### src/rtl/ultrasonic_ranger_pkg.sv
// Shared state encoding and constants for the ultrasonic ranger.
package ultrasonic_ranger_pkg;

    typedef enum logic [2:0] {
        StIdle,
        StTrig,
        StWaitRise,
        StMeasure,
        StHold
    } ranger_state_e;

    // Round-trip sound time per centimetre of range, in microseconds.
    localparam int unsigned UsPerCm = 58;

    // Saturation value; also reported when no complete echo was seen.
    localparam logic [9:0] DistSat = 10'd1023;

    // Saturating increment of the centimetre count.
    function automatic logic [9:0] sat_inc(input logic [9:0] v);
        return (v == DistSat) ? DistSat : v + 10'd1;
    endfunction

endpackage

### src/rtl/us_tick_gen.sv
// Free-running prescaler producing a one-cycle tick every microsecond.
module us_tick_gen #(
    parameter int unsigned CLK_PER_US = 50
) (
    input  logic sys_clk,
    input  logic sys_rst_n,
    output logic tick
);

    localparam int unsigned CntW = (CLK_PER_US > 1) ? $clog2(CLK_PER_US) : 1;
    localparam logic [CntW-1:0] CntMax = CntW'(CLK_PER_US - 1);

    logic [CntW-1:0] cnt_q;

    // With one clock per microsecond the counter sits at 0 and tick stays high.
    assign tick = (cnt_q == CntMax);

    // Count 0..CLK_PER_US-1 and wrap.
    always_ff @(posedge sys_clk or negedge sys_rst_n) begin
        if (!sys_rst_n) begin
            cnt_q <= '0;
        end else if (tick) begin
            cnt_q <= '0;
        end else begin
            cnt_q <= cnt_q + CntW'(1);
        end
    end

endmodule

### src/rtl/ultrasonic_ranger.sv
// Ultrasonic range finder controller: triggers the sensor periodically and
// converts the echo pulse width into a saturating distance in centimetres.
module ultrasonic_ranger
    import ultrasonic_ranger_pkg::*;
#(
    parameter int unsigned CLK_HZ     = 50_000_000,
    parameter int unsigned TRIG_US    = 10,
    parameter int unsigned PERIOD_MS  = 60,
    parameter int unsigned TIMEOUT_US = 25000
) (
    input  logic       sys_clk,
    input  logic       sys_rst_n,
    input  logic       enable,
    input  logic       echo,
    output logic       trig,
    output logic [9:0] distancia,
    output logic       valid,
    output logic       timeout
);

    localparam int unsigned PeriodTicks = PERIOD_MS * 1000;
    localparam logic [31:0] TrigLast    = 32'(TRIG_US - 1);
    localparam logic [31:0] TimeoutLast = 32'(TIMEOUT_US - 1);
    localparam logic [31:0] PeriodLast  = 32'(PeriodTicks - 1);
    localparam logic [5:0]  SubLast     = 6'(UsPerCm - 1);

    logic          tick;
    logic          echo_meta_q, echo_sync_q, echo_prev_q;
    logic          echo_rise, echo_fall;
    ranger_state_e state_q, state_d;
    logic [31:0]   period_q, period_d;
    logic [31:0]   phase_q, phase_d;
    logic [5:0]    sub_q, sub_d, sub_step;
    logic [9:0]    cm_q, cm_d, cm_step;
    logic [9:0]    dist_q, dist_d;
    logic          timeout_q, timeout_d;
    logic          valid_q, valid_d;

    us_tick_gen #(
        .CLK_PER_US (CLK_HZ / 1_000_000)
    ) u_us_tick_gen (
        .sys_clk   (sys_clk),
        .sys_rst_n (sys_rst_n),
        .tick      (tick)
    );

    // Two-flop synchronizer plus one history flop for edge detection.
    always_ff @(posedge sys_clk or negedge sys_rst_n) begin
        if (!sys_rst_n) begin
            echo_meta_q <= 1'b0;
            echo_sync_q <= 1'b0;
            echo_prev_q <= 1'b0;
        end else begin
            echo_meta_q <= echo;
            echo_sync_q <= echo_meta_q;
            echo_prev_q <= echo_sync_q;
        end
    end

    assign echo_rise = echo_sync_q & ~echo_prev_q;
    assign echo_fall = ~echo_sync_q & echo_prev_q;

    // One microsecond of echo: advance the 0..57 sub-counter, carry into centimetres.
    assign sub_step = (sub_q == SubLast) ? 6'd0 : sub_q + 6'd1;
    assign cm_step  = (sub_q == SubLast) ? sat_inc(cm_q) : cm_q;

    // State, counters and result registers.
    always_ff @(posedge sys_clk or negedge sys_rst_n) begin
        if (!sys_rst_n) begin
            state_q   <= StIdle;
            period_q  <= '0;
            phase_q   <= '0;
            sub_q     <= '0;
            cm_q      <= '0;
            dist_q    <= DistSat;
            timeout_q <= 1'b0;
            valid_q   <= 1'b0;
        end else begin
            state_q   <= state_d;
            period_q  <= period_d;
            phase_q   <= phase_d;
            sub_q     <= sub_d;
            cm_q      <= cm_d;
            dist_q    <= dist_d;
            timeout_q <= timeout_d;
            valid_q   <= valid_d;
        end
    end

    // Next-state logic; phase_q times the current state, period_q the whole cycle.
    always_comb begin
        state_d   = state_q;
        period_d  = (tick && state_q != StIdle) ? period_q + 32'd1 : period_q;
        phase_d   = phase_q;
        sub_d     = sub_q;
        cm_d      = cm_q;
        dist_d    = dist_q;
        timeout_d = timeout_q;
        valid_d   = 1'b0;
        case (state_q)
            StIdle: begin
                if (enable) begin
                    state_d  = StTrig;
                    period_d = '0;
                    phase_d  = '0;
                end
            end
            StTrig: begin
                if (tick) begin
                    if (phase_q == TrigLast) begin
                        state_d = StWaitRise;
                        phase_d = '0;
                    end else begin
                        phase_d = phase_q + 32'd1;
                    end
                end
            end
            StWaitRise: begin
                if (echo_rise) begin
                    state_d = StMeasure;
                    phase_d = '0;
                    sub_d   = '0;
                    cm_d    = '0;
                end else if (tick) begin
                    if (phase_q == TimeoutLast) begin
                        state_d   = StHold;
                        dist_d    = DistSat;
                        timeout_d = 1'b1;
                        valid_d   = 1'b1;
                    end else begin
                        phase_d = phase_q + 32'd1;
                    end
                end
            end
            StMeasure: begin
                // The falling-edge cycle still counts as a microsecond of echo.
                if (echo_fall) begin
                    state_d   = StHold;
                    dist_d    = tick ? cm_step : cm_q;
                    timeout_d = 1'b0;
                    valid_d   = 1'b1;
                end else if (tick) begin
                    if (phase_q == TimeoutLast) begin
                        state_d   = StHold;
                        dist_d    = DistSat;
                        timeout_d = 1'b1;
                        valid_d   = 1'b1;
                    end else begin
                        phase_d = phase_q + 32'd1;
                        sub_d   = sub_step;
                        cm_d    = cm_step;
                    end
                end
            end
            StHold: begin
                if (tick && period_q >= PeriodLast) begin
                    if (enable) begin
                        state_d  = StTrig;
                        period_d = '0;
                        phase_d  = '0;
                    end else begin
                        state_d = StIdle;
                    end
                end
            end
            default: state_d = StIdle;
        endcase
    end

    assign trig      = (state_q == StTrig);
    assign distancia = dist_q;
    assign valid     = valid_q;
    assign timeout   = timeout_q;

endmodule
### config.mk
export PLATFORM = sky130hd
export DESIGN_NAME = ultrasonic_ranger
export DESIGN_NICKNAME = d
export VERILOG_FILES = /design/src/rtl/ultrasonic_ranger_pkg.sv /design/src/rtl/us_tick_gen.sv /design/src/rtl/ultrasonic_ranger.sv
export SDC_FILE = /design/constraint.sdc
export NUM_CORES = 1
export LEC_CHECK = 0
export CAP_MARGIN = 10
export CORE_ASPECT_RATIO = 0.5
export CORE_UTILIZATION = 25
export DETAILED_ROUTE_END_ITERATION = 12
export GPL_TIMING_DRIVEN = 0
export PLACE_DENSITY = 0.39
export SYNTH_ARGS = -nofsm -noshare
export SYNTH_HDL_FRONTEND = slang
export SYNTH_HIERARCHICAL = 1
export SYNTH_SLANG_ARGS = --single-unit
### constraint.sdc
create_clock -name sys_clk -period 8.6 [get_ports sys_clk]
set_input_delay 1.29 -clock sys_clk [delete_from_list [all_inputs] [get_ports sys_clk]]
set_output_delay 1.29 -clock sys_clk [all_outputs]
set_load 0.05 [all_outputs]
# Yosys cells after proc, flatten, opt, wreduce, memory -nomap -nowiden
# Cells that the tools add are included.
# classes
add_sub_neg	5
order_cmp	1
eq_ne	18
muxes	53
n_bitwise	4
n_reduce_logical	10
# op_table
operator	count
$mux 32	11
$pmux 32 s5	1
$mux 10	11
$add 32x1->32 const B	2
$pmux 32 s2	1
$pmux 10 s2	2
$mux 6	6
$eq 32x15->1 const B	1
$eq 32x4->1 const B	1
$ge 32x16->1 const B	1
$mux 3	8
$pmux 3 s5	1
$ne 2x2->1 const B	7
$add 6x1->6 const B	2
$eq 6x6->1 const B	2
$pmux 6 s2	1
$add 10x1->10 const B	1
$eq 10x10->1 const B	1
$mux 1	9
$reduce_and 4->1	2
$eq 3x2->1 const B	2
$reduce_and 5->1	1
$reduce_bool 5->1	1
$ne 2x1->1 const B	2
10 further kinds	14
# totals
reg_bits	104
in_bits	4
output_inout_bits	13
word_cells	103

# Longest topological paths before layout
# depth
depth_word	7
mapped_depth	12
mapped_depth_nobuf	9

# Cells and area by module
# Netlist, hierarchy kept.
# modules_own_cells
module	n_inst	cells_per_inst	area_each_um2	seq_area_each_um2
ultrasonic_ranger	1	637	5655.4	2464.9
us_tick_gen	1	25	276.5	150.1

# Worst setup path after synthesis
# Ideal clock, no wire load.
# synth_path
kind	reg2out
startpoint	register state_q[2]
endpoint	output trig
t_arrival_ns	1.771
required_ns	7.310
slack_ns	5.539
stages_incl_launch_ff	3
n_path_buf	1
path_cell_list	dfrtp_1 > clkbuf_1 > nor3b_1
# synth_between
elab_chain_cells	1
# synth_lines
item	line	source
from (decl)	ultrasonic_ranger.sv:30	ranger_state_e state_q, state_d;
from (signal assigned)	ultrasonic_ranger.sv:70	state_q <= StIdle;
from (signal assigned)	ultrasonic_ranger.sv:79	state_q <= state_d;
$eq 3x1->1	ultrasonic_ranger.sv:170	assign trig = (state_q == StTrig);
to (decl)	ultrasonic_ranger.sv:15	output logic trig,
# No other way between the ends.

# Worst setup path in the final report
# layout_path
startpoint	register u_us_tick_gen.cnt_q[1]
endpoint	register phase_q[27]
# layout_between
elab_chain_cells	4
word_cells_on_any_way	9
cone_classes	3 x eq/ne; 4 x mux; 2 x reduce/logical
# layout_lines
item	line	source
from (decl)	us_tick_gen.sv:13	logic [CntW-1:0] cnt_q;
from (signal assigned)	us_tick_gen.sv:25	cnt_q <= cnt_q + CntW'(1);
$eq 6x6->1 (*)	us_tick_gen.sv:16	assign tick = (cnt_q == CntMax);
named net tick	ultrasonic_ranger.sv:27	logic tick;
$mux 32 / $logic_and 1x1->1 (equally long branches)	--	
$mux 32 (tied with other cells)	--	
$pmux 32 s5 / $reduce_and 4->1 (equally long branches)	--	
to (signal assigned)	ultrasonic_ranger.sv:81	phase_q <= phase_d;
to (decl)	ultrasonic_ranger.sv:32	logic [31:0] phase_q, phase_d;
# Mark *: on every way through the listed nets, which the timed path passes. The rest lies on a longest branch. The select of a mux whose other input is x is not followed.
# A chain may end at the register's enable or synchronous reset.

==> results.yml <==
clock_network:
  clk_latency_ns: 0.36
  h-tree-depth: 3
  cts_hold_buf: 0
  cts_tree: "built"
  post_cts_buffers: 0
  clockRootBuffer: "clkbuf_16"
  cts-resized-gates: 0
  clock_path_buffers: 2
  cts.clk_slew.worst_paths_ns: 0.07
  cts_sinks: 104
  cts_buffers: 9
global_route:
  grt_use_total_pct: 14.3
  grt_first_pass_wirelength_mm: 27.0
  first_global_vias: 4749
  grt_max_degree: 67
  grt-ovfl-total: 0
  antenna_found_initial: 0
critical_path:
  ff2ff_setup_slack_ns: 4.86
  r2r-start: "u_us_tick_gen/cnt_q[1]"
  worstSetupPathType: "reg2reg"
  end_kind: "register"
  rr_worst_depth: 12
  required_ns: 8.84
  r2r_end: "phase_q[27]"
  endpoint: "phase_q[27]"
  crit_path_max_fanout: 10
  crit_path_start: "u_us_tick_gen/cnt_q[1]"
  arrival_ns: 3.98
  cp-start-kind: "register"
timing:
  slew_headroom_pct: 31.8
  fin_skew_ns: 0.0110
  tightest_slew_ns: 1.01
  setup_viol: 0
  holdWs_ns: 0.360
  finalMaxSlewViolations: 0
  hold_viol_final: 0
  finalSetupTns_ns: 0
  min_period_ns: 3.74
  clock.fmax_mhz: 267
  grt_setup_unrepaired: "false"
  timing.final.crit_share_pct: 43.5
logic_synthesis:
  synth_nets: 674
  synth_cells: 662
  synth.distinct_cells: 67
  yosys_warnings: 6
  synth_edf_count: 0
  synth_top_area_share_pct: 39.7
  ys_top_cells_by_area: "dfrtp_1 (40%), nor2_1 (5.1%), dfstp_2 (4.4%), nand2_1 (3.9%), a21oi_1 (3.5%)"
  synthTopCellsByCount: "dfrtp_1 (94), nor2_1 (80), nand2_1 (62), a21oi_1 (41), o21ai_0 (31)"
  synth-async-reset-ratio_pct: 100
  avgSynthCellArea_sq_um: 8.96
  yosysMostFrequentCell: "dfrtp_1"
  synth_area_leader_cell: "dfrtp_1"
  ys_ff_latch: 104
  synth_area_sq_um: 5930
  seq_area_frac_synth_pct: 44.1
  synthFlopType: "dfrtp_1"
finish:
  area_growth_pct: 14.3
  drive_above_1_share_pct: 7.91
  insertedDiodeCount: 0
  nets: 702
power_and_ir_drop:
  pwr-share-comb_pct: 39.2
  ir_worst_vdd_uv: 122
  p_leak_nw: 2.80
  p_int_mw: 0.937
  p_seq_share_pct: 35.4
  p_sw_mw: 0.663
  swShare_pct: 41.4
  clkPwrFrac_pct: 25.4
  powerDensity_nw_per_um2: 236
  p_total_mw: 1.60
floorplanning:
  row_count: 39
  num_io_pins: 17
  start_util_pct: 25.8
  fp.dieArea_sq_um: 24400
  coreArea_sq_um: 23000
  die_x_um: 220
  die_h_um: 111
placed_design:
  hpwlAfterDp_mm: 11.5
  io_buffer_count: 16
  gp_congestion: 0.777
detailed_routing:
  first_pass_iters: 5
  avgRoutedWirePerCell_um: 16.5
  antenna_left: 0
  route.detailed.drc: 0
  drt_iter0_drc: 264
  vias: 5046
  wl_mm: 16.5
  vias_per_cell: 5.04
run:
  maxCapViolCount: 0
run_status:
  status: "finished clean"
min_path:
  holdCritPathClass: "reg2reg"
==> power groups by stage <==
stage	clock network (mW)	registers, mW	logic (mW)
floorplan	0	0.653	0.334
global placement	0	0.577	0.632
detailed placement	0	0.577	0.634
CTS	0.429	0.567	0.636
global route	0.446	0.571	0.687
finish	0.407	0.567	0.627
==> area by class of cell <==
type / count / area (sq um)
Inverter: 14 / 52.6
Timing Repair Buffer: 17 / 189
Sequential cell: 104 / 2620
Clock inverter: 3 / 16.3
Tap cell: 307 / 384
Clock buffer: 13 / 262
Buffer: 32 / 159
Fill cell: 2460 / 16200
Multi-Input combinational cell: 512 / 3110
==> layer usage <==
| metal | up-vias | GRT usage (%) | part of all wire (%) |
|---|---|---|---|
| met4 | 0 | 2.90 | 0.73 |
| met1 | 2488 | 21.7 | 55 |
| met2 | 57 | 20.4 | 42 |
| met3 | 8 | 3.21 | 2.8 |
| li1 | 2493 | - | - |
| met5 | - | 0 | 0 |
==> sequential cells by signal, summed over array words and instances, names as in the netlist, 3 cells and up <==
signal               flops
period_q                32
phase_q                 32
cm_q                    10
distancia               10
sub_q                    6
u_us_tick_gen/cnt_q      6
state_q                  3
==> worst max-delay path: stages, from the launching register on <==
cell	delay [ns]
dfrtp_1	0.40
inv_1	0.06
ha_1	0.14
and4_1	0.17
buf_2	0.17
buf_4	0.21
or4b_1	0.44
a2111oi_0	0.65
nor4b_1	0.23
a21oi_2	0.42
nand2_2	0.12
buf_2	0.22
a221o_1	0.36
==> metrics by stage <==
| step | instance area, sq um | cells | utilization (%) | worst slack (ns) |
|---|---|---|---|---|
| after floorplan | 5930 | 662 | - | 5.54 |
| after global placement | 6480 | 985 | 28.1 | 1.73 |
| after detailed placement | 6500 | 986 | 28.2 | 4.83 |
| after CTS | 6780 | 1002 | 29.4 | 4.81 |
| after global routing | 6780 | 1002 | 29.4 | 4.52 |
| final | 6780 | 1002 | 29.4 | 4.86 |
==> cell usage in the layout, fill, tap and decap left out, types with 14 or more instances in the layout <==
master,synthesis,layout
dfrtp_1,94,94
nor2_1,80,80
nand2_1,62,62
a21oi_1,41,41
o21ai_0,31,31
nand3_1,26,26
nand4_1,26,26
nor3_1,24,24
clkbuf_1,19,22
xor2_1,21,21
nor4_1,15,15
clkdlybuf4s50_1,0,15
inv_1,14,14
and3_1,14,14
==> cells by family (layout without fill, tap and decap cells) <==
kind of cell / after synthesis / count (layout) / synth area share, %
simple gates: 313 / 313 / 27.7
mux: 3 / 3 / 0.506
fa+ha+maj: 8 / 8 / 1.69
compound gates: 156 / 156 / 17.7
buf+inv: 46 / 79 / 3.56
xor+xnor: 32 / 32 / 4.72
flops: 104 / 104 / 44.1
==> worst min path at each step <==
| stage | from | endpoint | slack, ns | cells past startpoint |
|---|---|---|---|---|
| after global routing | echo_meta_q | echo_sync_q | 0.38 | 0 |
| after global placement | echo_meta_q | echo_sync_q | 0.34 | 0 |
| final | echo_meta_q | echo_sync_q | 0.36 | 0 |
| after CTS | echo_meta_q | echo_sync_q | 0.37 | 0 |
| after floorplan | echo_meta_q | echo_sync_q | 0.33 | 0 |
| after detailed placement | echo_meta_q | echo_sync_q | 0.34 | 0 |
No activity file was read; power rests on OpenSTA's default activity.
